[src/rtl/param_sync_fifo.sv]
`default_nettype none
// ============================================================================
// param_sync_fifo : single-clock FIFO with fill count, almost flags and
//                   optional sticky overflow/underflow (macro FIFO_ERR_FLAGS_EN)
// Revision 1.0
// ============================================================================
module param_sync_fifo #(
   parameter int DEPTH    = 8,
   parameter int WIDTH    = 8,
   parameter int AF_LEVEL = DEPTH - 2,
   parameter int AE_LEVEL = 2,
   localparam int CW      = $clog2(DEPTH + 1)
) (
   input  logic             clk,
   input  logic             rst,
   input  logic             w_en,
   input  logic [WIDTH-1:0] data_in,
   input  logic             r_en,
   output logic [WIDTH-1:0] data_out,
   output logic             full,
   output logic             empty,
   output logic             almost_full,
   output logic             almost_empty,
   output logic [CW-1:0]    count,
   output logic             overflow,
   output logic             underflow,
   input  logic             err_clr
);

   localparam int PW = $clog2(DEPTH);

   logic [WIDTH-1:0] r_mem [DEPTH];
   logic [PW-1:0]    r_wr_ptr;
   logic [PW-1:0]    r_rd_ptr;
   logic [CW-1:0]    w_count_nxt;
   logic             w_wr_acc;
   logic             w_rd_acc;

   function automatic logic [PW-1:0] ptr_inc(input logic [PW-1:0] p);
      return (p == PW'(DEPTH - 1)) ? '0 : p + PW'(1);
   endfunction

   // Acceptance uses the registered flags, i.e. the pre-edge occupancy.
   assign w_wr_acc    = w_en & ~full;
   assign w_rd_acc    = r_en & ~empty;
   assign w_count_nxt = count + CW'(w_wr_acc) - CW'(w_rd_acc);

   // Storage is deliberately left out of reset.
   always_ff @(posedge clk) begin
      if (w_wr_acc) begin
         r_mem[r_wr_ptr] <= data_in;
      end
   end

   // Status flags are computed from the next count so they track count exactly.
   always_ff @(posedge clk or posedge rst) begin
      if (rst) begin
         r_wr_ptr     <= '0;
         r_rd_ptr     <= '0;
         count        <= '0;
         data_out     <= '0;
         full         <= 1'b0;
         empty        <= 1'b1;
         almost_full  <= (AF_LEVEL == 0);
         almost_empty <= 1'b1;
      end else begin
         if (w_wr_acc) begin
            r_wr_ptr <= ptr_inc(r_wr_ptr);
         end
         if (w_rd_acc) begin
            r_rd_ptr <= ptr_inc(r_rd_ptr);
            data_out <= r_mem[r_rd_ptr];
         end
         count        <= w_count_nxt;
         full         <= (w_count_nxt == CW'(DEPTH));
         empty        <= (w_count_nxt == '0);
         almost_full  <= (w_count_nxt >= CW'(AF_LEVEL));
         almost_empty <= (w_count_nxt <= CW'(AE_LEVEL));
      end
   end

`ifdef FIFO_ERR_FLAGS_EN
   // A new error in the same cycle as err_clr keeps the flag set.
   always_ff @(posedge clk or posedge rst) begin
      if (rst) begin
         overflow  <= 1'b0;
         underflow <= 1'b0;
      end else begin
         if (w_en & full) begin
            overflow <= 1'b1;
         end else if (err_clr) begin
            overflow <= 1'b0;
         end
         if (r_en & empty) begin
            underflow <= 1'b1;
         end else if (err_clr) begin
            underflow <= 1'b0;
         end
      end
   end
`else
   logic w_unused_err_clr;
   assign w_unused_err_clr = err_clr;
   assign overflow         = 1'b0;
   assign underflow        = 1'b0;
`endif

endmodule
`default_nettype wire

[config.mk]
export PLATFORM = sky130hd
export DESIGN_NAME = param_sync_fifo
export DESIGN_NICKNAME = d
export VERILOG_FILES = /design/src/rtl/param_sync_fifo.sv
export SDC_FILE = /design/constraint.sdc
export NUM_CORES = 1
export LEC_CHECK = 0
export CORE_AREA = 2 2 97 90
export CTS_CLUSTER_DIAMETER = 40
export DETAILED_ROUTE_END_ITERATION = 10
export DIE_AREA = 0 0 99 92
export PLACE_DENSITY = 0.7
export SLEW_MARGIN = 20
export SYNTH_ARGS = -nofsm -noshare
export SYNTH_HDL_FRONTEND = slang
export SYNTH_SLANG_ARGS = --single-unit
[constraint.sdc]
create_clock -name clk -period 6.7 [get_ports clk]
set_input_delay 1.34 -clock clk [delete_from_list [all_inputs] [get_ports clk]]
set_output_delay 1.34 -clock clk [all_outputs]
set_load 0.02 [all_outputs]
==> impl_metrics.csv, run 1 <==
group,metric,value,unit
pwr,power_frac_clock,21.2,%
logic_synthesis,yosysMostFrequentCell,"edfxtp_1",
worst_setup_path,cp_data_arrival_time,4.04,ns
min_path,hp-class,"reg2reg",
place,hpwl,3.690,mm
run_status,status,"finished clean",
logic_synthesis,synth_top_flop_cell,"edfxtp_1",
final_layout,nFillCells,684,
final_layout,drive_gt1_share,10.65,%
worst_setup_path,worstPathMaxFanout,13,
sta,slew_violations,0,
sta,maxClockFrequency,264.0,MHz
clock_tree,cts_buffer_depth,2,
logic_synthesis,yosys_warnings,0,
clock_tree,htreeDepth,3,
sta,hold_violations,0,
logic_synthesis,async_reset_ff_share,25.58,%
logic_synthesis,synth_seq_cells,86,
sta,fin_crit,3.787,ns
global_routing,grt_util_all_layers,14.34,%
logic_synthesis,yosysTopAreaCell,"edfxtp_1",
logic_synthesis,synth-edff-count,64,
pwr,p_int,1.158,mW
floorplanning,start_util,43.14,%
clock_tree,post_cts_buffers,0,
final_layout,finalInstanceArea,0.004071,mm²
drt,drt-initial-drc-count,123,
drt,vias,1827,
drt,drt-pass1-iter-count,4,
global_routing,gr-total-overflow,0,
global_routing,grt_antenna_before_repair,0,
pwr,finalPower,1.778,mW
clock_tree,post_cts_resized,0,
global_routing,grt_max_degree,36,
place,routabilityCongestion,0.7517,
place,placedCellCount,349,
drt,wl_per_cell,16.34,µm
place,pre_cts_slack,2.478,ns
final_layout,syn_to_final_growth,14.98,%
logic_synthesis,synthCells,227,
clock_tree,numCtsBuffers,9,
clock_tree,postCtsHoldBufs,0,
floorplanning,coreArea,0.008208,mm²
worst_setup_path,end_kind,"flop",
final_layout,finish.utilization,49.60,%
clock_tree,root_buffer,"clkbuf_8",
worst_setup_path,setup.worst_path.start_class,"input port",
drt,drc,0,
floorplanning,num_rows,32,
pwr,power.switching,0.6202,mW
pwr,pwr-share-comb,36.4,%
sta,slew_headroom,36.69,%
logic_synthesis,synth_common_cells,"edfxtp_1 (64), mux2i_1 (32), nand2_1 (24)",
pwr,switching_share,34.88,%
clock_tree,cts_tree,"built",
drt,viasPerCell,5.005,
sta,hold-worst-slack,0.4808,ns
drt,routed_wl,5.965,mm
pwr,pwr-share-seq,42.4,%
pwr,power_density,436.7,mW/mm²
clock_tree,cts_num_sinks,86,
final_layout,num-nets-final,280,
sta,period_share,56.53,%
logic_synthesis,synth_top_area_share,54.28,%
floorplanning,io_pins,31,
global_routing,grt_pass1_wl,9.535,mm
drt,detail-route-antenna-nets,0,
final_layout,final_cell_count_no_fill,365,
place,placed_cell_area,0.003862,mm²
global_routing,grt_pass1_vias,1800,
worst_setup_path,critPathKind,"in2reg",
final_layout,num_antenna_cells,0,
floorplanning,die_area,0.009108,mm²
floorplanning,die_w,99,µm
logic_synthesis,synth_cell_types,35,
worst_setup_path,cp.required,6.96,ns
floorplanning,die_h,92,µm
logic_synthesis,yosysSeqAreaShare,69.89,%
clock_tree,path_clk_slew,0.09,ns
sta,final-setup-viol-count,0,
sta,rsz0062_at_grt,"no",
logic_synthesis,synthTopCellsByArea,"edfxtp_1 (54%), dfrtp_1 (14%), mux2i_1 (9.0%)",
sta,clock-skew-final,0.007805,ns
job,drv_cap,0,
pwr,leakagePower,1.555,nW
place,io_buffers,27,
sta,timing.setup.tns,0,ns
sta,tightest_slew,0.9461,ns
sta,setup_ws,2.913,ns
logic_synthesis,synth_area,0.003541,mm²
clock_tree,insertion_delay,0.36,ns
pwr,ir_drop,188.8,µV
logic_synthesis,syn_avg_cell_area,15.60,µm²
-- power groups by stage --
| stage | combinational (mW) | clock, mW | sequential, mW |
|---|---|---|---|
| after floorplan | 0.435 | 0 | 0.810 |
| after global placement | 0.638 | 0 | 0.763 |
| after detailed placement | 0.649 | 0 | 0.767 |
| after CTS | 0.652 | 0.389 | 0.755 |
| after global routing | 0.713 | 0.411 | 0.769 |
| final | 0.648 | 0.376 | 0.754 |
-- flip-flops by register name, indices dropped and copies added (netlist names) --
register      flops
data_out          8
count             4
empty             1
full              1
almost_full       1
almost_empty      1
r_wr_ptr          3
r_rd_ptr          3
r_mem            64
-- path summary, 6_finish.rpt --
check,from,to,slack [ns],depth (start not counted)
setup / recovery,r_en,full,2.91,9
hold / removal,data_out[6],data_out[6],0.48,2
setup reg to reg,empty,full,3.71,8
hold reg to reg,data_out[6],data_out[6],0.48,2
max in group asynchronous,rst,r_wr_ptr[2],4.70,2
min in group asynchronous,rst,almost_full,1.46,2
-- cell type report --
class	count	area, µm²	area share (%)
inverter	6	22.52	0.5532
clock inverter	7	85.08	2.090
multi-input combinational	125	944.7	23.20
clock buffer	9	123.9	3.042
sequential	86	2475	60.79
tap	102	127.6	3.135
timing repair buffer	30	292.8	7.191
-- per-layer routing --
metal	share of wire, %	up-vias	GRT usage [%]	wire length, µm
met3	5.6	10	4.802	336
met1	45	877	19.12	2690
met4	1.2	0	4.795	72
met5	0	-	0	0
li1	-	894	-	-
met2	48	46	22.24	2866
-- worst max-delay path, cell delays in order --
cell and delay [ns]:
clkdlybuf4s50_1 0.40, nand2b_1 0.41, inv_1 0.38, ha_1 0.38, inv_1 0.04, ha_1 0.20
fa_1 0.42, xor2_2 0.21, nor4b_2 0.27
-- cells in the final DEF, fill, tap and decap left out --
cell              n
buf_4             3
conb_1            2
nand2_1          24
nand3b_1          2
inv_8             1
dfstp_2           2
a22oi_1          16
clkdlybuf4s50_1  27
nor2_1            7
and2_1            1
nor3_1            3
xnor2_2           1
dfrtp_1          20
a21o_1            3
o21ai_1           1
fa_1              1
mux2i_1          32
o21ai_0           1
a211oi_2          1
nand2b_1          5
bufinv_16         1
nand3_1           8
clkbuf_8          9
nor2b_1           2
inv_1             6
or2_1             1
ha_1              8
mux2_2            1
nor4_2            1
nor4b_2           1
a21oi_2           1
edfxtp_1         64
inv_6             5
xnor2_1           1
xor2_2            1
-- cells by family (layout without fill, tap and decap cells) --
| family | Yosys count | after routing | synth area share (%) |
|---|---|---|---|
| flops | 86 | 86 | 69.89 |
| simple gates | 55 | 55 | 7.633 |
| mux | 33 | 33 | 9.364 |
| compound gates | 23 | 23 | 4.911 |
| buf+inv | 17 | 52 | 3.533 |
| fa+ha+maj | 9 | 9 | 3.392 |
| xor+xnor | 3 | 3 | 1.166 |
| other cells | 1 | 2 | 0.1059 |
Power figures use the tool's default switching activity.
==> run 2, diff against run 1 <==
==> constraint.sdc (replaced) <==
create_clock -name clk -period 3.6 [get_ports clk]
set_input_delay 0.72 -clock clk [delete_from_list [all_inputs] [get_ports clk]]
set_output_delay 0.72 -clock clk [all_outputs]
set_load 0.02 [all_outputs]
==> run 2 against run 1 <==
  * Combinational power up 88%
  * Non-clock buffer count rose by 9
  * Via count increased by 4.8%
  * Sequential power grew 88%
  * Clock skew up 0.0015 ns
  * Total power rose by 87%
  * Cell count grew 2.5%
==> impl_metrics.csv, run 2 (synthesis results as in run 1) <==
group,metric,value,unit
run_status,status,"finished clean",
final_layout,syn_to_final_growth,16.75,%
floorplanning,io_pins,31,
sta,hold-worst-slack,0.4782,ns
worst_setup_path,critPathKind,"in2reg",
place,io_buffers,27,
job,drv_cap,0,
drt,detail-route-antenna-nets,0,
worst_setup_path,r2r-start,"empty",
drt,wl_per_cell,16.70,µm
worst_setup_path,cp_cell_sequence,"clkdlybuf4s50_1, nand2b_1, ha_1, inv_1, ha_1, fa_1, xor2_2, nor4b_2",
worst_setup_path,max_stage_delay,0.47,ns
final_layout,drive_gt1_share,13.60,%
sta,slew_headroom,43.31,%
clock_tree,post_cts_buffers,0,
place,routabilityCongestion,0.7347,
place,placedCellCount,358,
worst_setup_path,worst-path-buf-inv,2,
floorplanning,num_rows,32,
place,pre_cts_slack,0.7486,ns
worst_setup_path,setup.worst_path.end,"full",
worst_setup_path,rr_worst_depth,8,
clock_tree,numCtsBuffers,9,
final_layout,final_common_cell,"edfxtp_1",
worst_setup_path,worstPathMaxFanout,6,
clock_tree,post_cts_resized,0,
final_layout,num_antenna_cells,0,
floorplanning,die_w,99,µm
floorplanning,start_util,43.14,%
sta,maxClockFrequency,405.2,MHz
sta,fin_crit,2.468,ns
worst_setup_path,slowest_stage,"clkdlybuf4s50_1",
sta,clock-skew-final,0.009262,ns
clock_tree,cts_num_sinks,86,
pwr,power_density,802.6,mW/mm²
sta,setup_ws,1.132,ns
worst_setup_path,critical_path.top_delay_family,"adder cells",
clock_tree,path_clk_slew,0.09,ns
sta,slew_violations,0,
global_routing,grt_pass1_vias,1799,
clock_tree,htreeDepth,3,
sta,period_share,68.56,%
final_layout,multiInputGateArea,944.7,µm²
min_path,hp-class,"reg2reg",
sta,final-setup-viol-count,0,
clock_tree,root_buffer,"clkbuf_8",
global_routing,grt_util_all_layers,14.45,%
clock_tree,postCtsHoldBufs,0,
pwr,leakagePower,1.596,nW
global_routing,grt_pass1_wl,9.604,mm
global_routing,grt_antenna_before_repair,0,
floorplanning,coreArea,0.008208,mm²
final_layout,final_cell_mix,"edfxtp_1 (64), mux2i_1 (32), clkdlybuf4s50_1 (27)",
drt,drt-pass1-iter-count,4,
final_layout,num-nets-final,289,
drt,viasPerCell,5.118,
drt,drc,0,
worst_setup_path,end_kind,"flop",
final_layout,register_area,0.002475,mm²
worst_setup_path,cp.required,3.86,ns
drt,vias,1914,
floorplanning,die_h,92,µm
drt,drt-initial-drc-count,133,
global_routing,gr-total-overflow,0,
worst_setup_path,reg2reg_to,"full",
final_layout,reg_top3,"r_mem x64, data_out x8, count x4",
worst_setup_path,cp.depth,8,
pwr,ir_drop,309.2,µV
floorplanning,die_area,0.009108,mm²
final_layout,nFillCells,681,
sta,hold_violations,0,
worst_setup_path,critPathLaunch,"w_en",
worst_setup_path,setup.worst_path.start_class,"input port",
sta,timing.setup.tns,0,ns
place,hpwl,3.949,mm
global_routing,grt_max_degree,23,
worst_setup_path,ff2ff_setup_slack,1.43,ns
pwr,finalPower,3.318,mW
drt,routed_wl,6.245,mm
final_layout,final_cell_count_no_fill,374,
clock_tree,cts_tree,"built",
sta,rsz0062_at_grt,"no",
final_layout,largest_register,"r_mem",
clock_tree,insertion_delay,0.35,ns
final_layout,largest_register_ffs,64,
clock_tree,cts_buffer_depth,2,
worst_setup_path,cp_common_cell,"ha_1",
worst_setup_path,cp_data_arrival_time,2.73,ns
sta,tightest_slew,0.8494,ns
==> run 2: metal layers <==
layer	wire length, µm	vias to the layer above	part of all wire (%)	GRT usage (%)
met4	120	0	1.9	7.648
li1	-	920	-	-
met2	3028	45	48	21.85
met5	0	-	0	0
met1	2753	939	44	19.78
met3	344	10	5.5	2.896
==> run 2: worst min-delay path by stage <==
stage / start / end / slack [ns] / depth (start not counted)
after global routing: data_out[2] / data_out[2] / 0.51 / 2
after global placement: data_out[2] / data_out[2] / 0.46 / 2
final: data_out[2] / data_out[2] / 0.48 / 2
after floorplan: r_wr_ptr[0] / r_wr_ptr[0] / 0.50 / 2
after detailed placement: data_out[2] / data_out[2] / 0.46 / 2
after CTS: data_out[2] / data_out[2] / 0.48 / 2
==> run 2: where the power goes <==
part	switching, mW	total (mW)	leakage, nW	internal, mW
Combinational	0.675	1.22	0.652	0.542
Sequential	0.125	1.42	0.842	1.30
Clock	0.350	0.680	0.102	0.330
Total	1.15	3.32	1.60	2.17
==> run 2: worst reg2reg max path: cells and delay by family, from the launching register on <==
| family | cells | cell delay, ns |
|---|---|---|
| xor gates and xnor gates | 1 | 0.20 |
| adders and majority gates | 3 | 0.87 |
| buffers and inverters | 2 | 0.11 |
| DFF | 1 | 0.53 |
| and+or+nand+nor | 2 | 0.37 |
==> run 2: stage by stage <==
step / utilization, % / instance area (µm²)
2_1_floorplan: - / 3545
3_3_place_gp: 47.88 / 3930
3_5_place_dp: 47.88 / 3930
4_1_cts: 50.37 / 4134
5_1_grt: 50.37 / 4134
6_report: 50.37 / 4134
==> run 2: layout make-up <==
class / instances / share of cell area, %
Clock inverter: 7 / 1.937
Inverter: 6 / 0.5448
Clock buffer: 9 / 2.996
Multi-Input combinational cell: 125 / 22.85
Tap cell: 102 / 3.087
Timing Repair Buffer: 39 / 8.717
Sequential cell: 86 / 59.87
==> RTL change 1 (settings of run 2) <==
Build with the macro `FIFO_ERR_FLAGS_EN` defined.
--- a/src/rtl/param_sync_fifo.sv
+++ b/src/rtl/param_sync_fifo.sv
@@ -4,6 +4,8 @@
 //                   optional sticky overflow/underflow (macro FIFO_ERR_FLAGS_EN)
 // Revision 1.0
 // ============================================================================
+`define FIFO_ERR_FLAGS_EN
+
 module param_sync_fifo #(
    parameter int DEPTH    = 8,
    parameter int WIDTH    = 8,
Behaviour: not the same (Yosys sat finds a counterexample within 4 cycles, from zero or initial values and one cycle with rst high).
==> RTL change 1 against run 2 <==
Final cell count grew 1.9%. Largest cell class unchanged. Sequential cell count increased by 2. Clock skew rose by 0.60 ps. Count of clock-buffer cells in the layout grew 1. Design area increased by 2.8%. Total power rose by 2.9%. Routed wire length rose by 3.6%. Die area unchanged. Worst setup slack got worse by 170 ps. Area after synthesis increased by 1.8%.
==> RTL change 1: results (changes against run 2) <==
status: "completed"
grt_first_pass_wirelength_um: 10100  # +5.6%
nets: 296  # +2.4%
rr_worst_depth: 7  # -1
tightest_slew_ps: 749  # -100 ps
p_leak_nw: 1.64  # +2.9%
post-dp-hpwl_um: 4080  # +3.4%
dp_cells: 365  # +2.0%
grt_max_degree: 36  # +57%
finalInstanceArea_um2: 4250  # +2.8%
io_buffers: 30  # +11%
min_to: "data_out[6]$_DFFE_PP0P_"
async_flop_share: 0.273  # +0.0169
synthAdderAreaFrac: 0.0333  # -0.000600
yosys.area_share.xor_xnor: 0.0115  # -0.000206
final_cells: 381  # +1.9%
gp_congestion: 0.790  # +7.5%
grtUsageTotal: 0.155  # +0.0107
yosys-top-cells-area: "edfxtp_1 (53%), dfrtp_1 (15%), mux2i_1 (8.9%)"
n_fill_cell: 682  # +0.15%
drt-initial-drc-count: 155  # +17%
synth_cell_type_count: 33  # -5.7%
grt_pass1_vias: 1880  # +4.5%
drive_above_1_share: 0.125  # -0.0106
cp_max_fo: 10  # +4
RTL change 1: changes by cell type after synthesis, moves of 2 or more:
cell     change
nor2_1       -3
nor3_1       +3
buf_4        -2
dfrtp_1      +2
inv_1        +2
o21ai_0      +2
RTL change 1: worst max path at each step:
stage,to,slack (ps),cells past startpoint
2_1_floorplan,almost_full$_DFF_PP0_,1200,9
3_3_place_gp,empty$_DFF_PP1_,670,8
3_5_place_dp,full$_DFF_PP0_,570,8
4_1_cts,full$_DFF_PP0_,970,8
5_1_grt,empty$_DFF_PP1_,820,8
6_report,full$_DFF_PP0_,960,8
RTL change 1: worst max-delay path, cell delays in order:
cell	delay, ps
clkdlybuf4s50_1	510
nand2b_1	220
ha_1	360
inv_1	40
ha_1	200
fa_1	410
xor2_2	200
nor4b_2	230
RTL change 1: area by class of cell:
cell class,count,share of cell area
Clock buffer,10,0.0324
Clock inverter,6,0.0212
Inverter,8,0.00707
Multi-Input combinational cell,126,0.225
Sequential cell,88,0.594
Tap cell,102,0.0300
Timing Repair Buffer,41,0.0901
RTL change 1: metal layers:
| layer | vias to the layer above | global-route usage | part of all wire |
|---|---|---|---|
| li1 | 941 | - | - |
| met1 | 972 | 0.215 | 0.46 |
| met2 | 40 | 0.231 | 0.48 |
| met3 | 5 | 0.0488 | 0.047 |
| met4 | 0 | 0.0582 | 0.011 |
| met5 | - | 0 | 0 |
RTL change 1: where the power goes:
part / internal, mW / switching (mW)
Sequential: 1.32 / 0.116
Combinational: 0.545 / 0.689
Clock: 0.412 / 0.332
RTL change 1: cell families (layout without fill, tap and decap cells):
family          after synthesis  count (layout)
mux                          33              33
simple gates                 56              56
fa+ha+maj                     9               9
flops                        88              88
compound gates               25              25
xor+xnor                      3               3
buf+inv                      18              65
==> RTL change 2 (config.mk and constraints of run 2) <==
Made on the original files. Put one more register stage on the output `count`, cleared by the reset. The value now appears one clock later. The other outputs are not delayed to match.
--- a/src/rtl/param_sync_fifo.sv
+++ b/src/rtl/param_sync_fifo.sv
@@ -29,6 +29,8 @@
 
    localparam int PW = $clog2(DEPTH);
 
+   logic [CW-1:0] count_s0;
+
    logic [WIDTH-1:0] r_mem [DEPTH];
    logic [PW-1:0]    r_wr_ptr;
    logic [PW-1:0]    r_rd_ptr;
@@ -43,7 +45,7 @@
    // Acceptance uses the registered flags, i.e. the pre-edge occupancy.
    assign w_wr_acc    = w_en & ~full;
    assign w_rd_acc    = r_en & ~empty;
-   assign w_count_nxt = count + CW'(w_wr_acc) - CW'(w_rd_acc);
+   assign w_count_nxt = count_s0 + CW'(w_wr_acc) - CW'(w_rd_acc);
 
    // Storage is deliberately left out of reset.
    always_ff @(posedge clk) begin
@@ -57,7 +59,7 @@
       if (rst) begin
          r_wr_ptr     <= '0;
          r_rd_ptr     <= '0;
-         count        <= '0;
+         count_s0     <= '0;
          data_out     <= '0;
          full         <= 1'b0;
          empty        <= 1'b1;
@@ -71,7 +73,7 @@
             r_rd_ptr <= ptr_inc(r_rd_ptr);
             data_out <= r_mem[r_rd_ptr];
          end
-         count        <= w_count_nxt;
+         count_s0     <= w_count_nxt;
          full         <= (w_count_nxt == CW'(DEPTH));
          empty        <= (w_count_nxt == '0);
          almost_full  <= (w_count_nxt >= CW'(AF_LEVEL));
@@ -105,6 +107,14 @@
    assign underflow        = 1'b0;
 `endif
 
+   always_ff @(posedge clk or posedge rst) begin
+      if (rst) begin
+         count <= '0;
+      end else begin
+         count <= count_s0;
+      end
+   end
+
 endmodule
 `default_nettype wire
 
Formal check against the unedited RTL: not equivalent (a bounded check fails within 4 cycles, from zero or initial values and one cycle with rst high).
==> RTL change 2 against run 2 <==
Sequential cell count rose by 4. Routed wire length is 4.2% higher. Worst setup slack got worse by 140 ps. Design area up 2.6%. Total power grew 3.5%. Area after synthesis increased by 3.0%. Clock skew shrank 2.4 ps. Final cell count rose by 0.80%. Largest cell class unchanged. Largest power group unchanged. Highest routed layer unchanged.
==> RTL change 2: results (changes against run 2) <==
drive_above_1_share: 0.120  # -0.0160
yosys-top-cells-count: "edfxtp_1 (64), mux2i_1 (32), dfrtp_1 (24)"
dp_cells: 361  # +0.84%
grtUsageTotal: 0.154  # +0.00970
grt_max_degree: 27  # +17%
post-dp-hpwl_um: 4080  # +3.4%
cp_max_fo: 10  # +4
grt_pass1_vias: 2004  # +11%
clock-sinks: 90  # +4.7%
grt_first_pass_wirelength_um: 10400  # +7.9%
min-delay-start: "count_s0[0]$_DFF_PP0_"
status: "completed"
layout_min_cycle_time_ps: 2610  # +144 ps
skew_ps: 6.90  # -2.36 ps
async_flop_share: 0.289  # +0.0331
reg.largest.list: "r_mem x64, data_out x8"
seqCellArea_um2: 2570  # +4.0%
placed_area_um2: 4030  # +2.6%
holdWs_ps: 395  # -83.5 ps
nets: 292  # +1.0%
worst_ep_arrival_time_ps: 2870  # +140 ps
max_stage_delay_ps: 560  # +90 ps
n_clock_buffer: 11  # +2
buffer_area_frac: 0.0849  # -0.00224
synth_cell_type_count: 34  # -2.9%
num_vias: 1920  # +0.31%
seq_area_frac_synth: 0.706  # +0.00682
drt-initial-drc-count: 95  # -29%
## RTL change 2: cell types whose count changed after synthesis, sizes merged
cell and delta:
o21ai -1, nor3 +3, or2 -1, a21o +1, nor2 -3, buf +1, nor4 +1, dfrtp +4
nand2 -1
## RTL change 2: cell families (layout without fill, tap and decap cells)
logic type	count (synthesis)	in the layout
AOI/OAI and AO/OA	23	23
xor gates and xnor gates	3	3
adders and majority gates	9	9
buffers and inverters	18	61
DFF	90	90
muxes	33	33
other	1	2
and+or+nand+nor	54	54
## RTL change 2: per-layer routing
layer / GRT usage / share of wire / vias up
met5: 0 / 0 / -
met4: 0.0502 / 0.011 / 0
met3: 0.0419 / 0.069 / 8
met2: 0.256 / 0.50 / 53
met1: 0.197 / 0.42 / 932
li1: - / - / 927
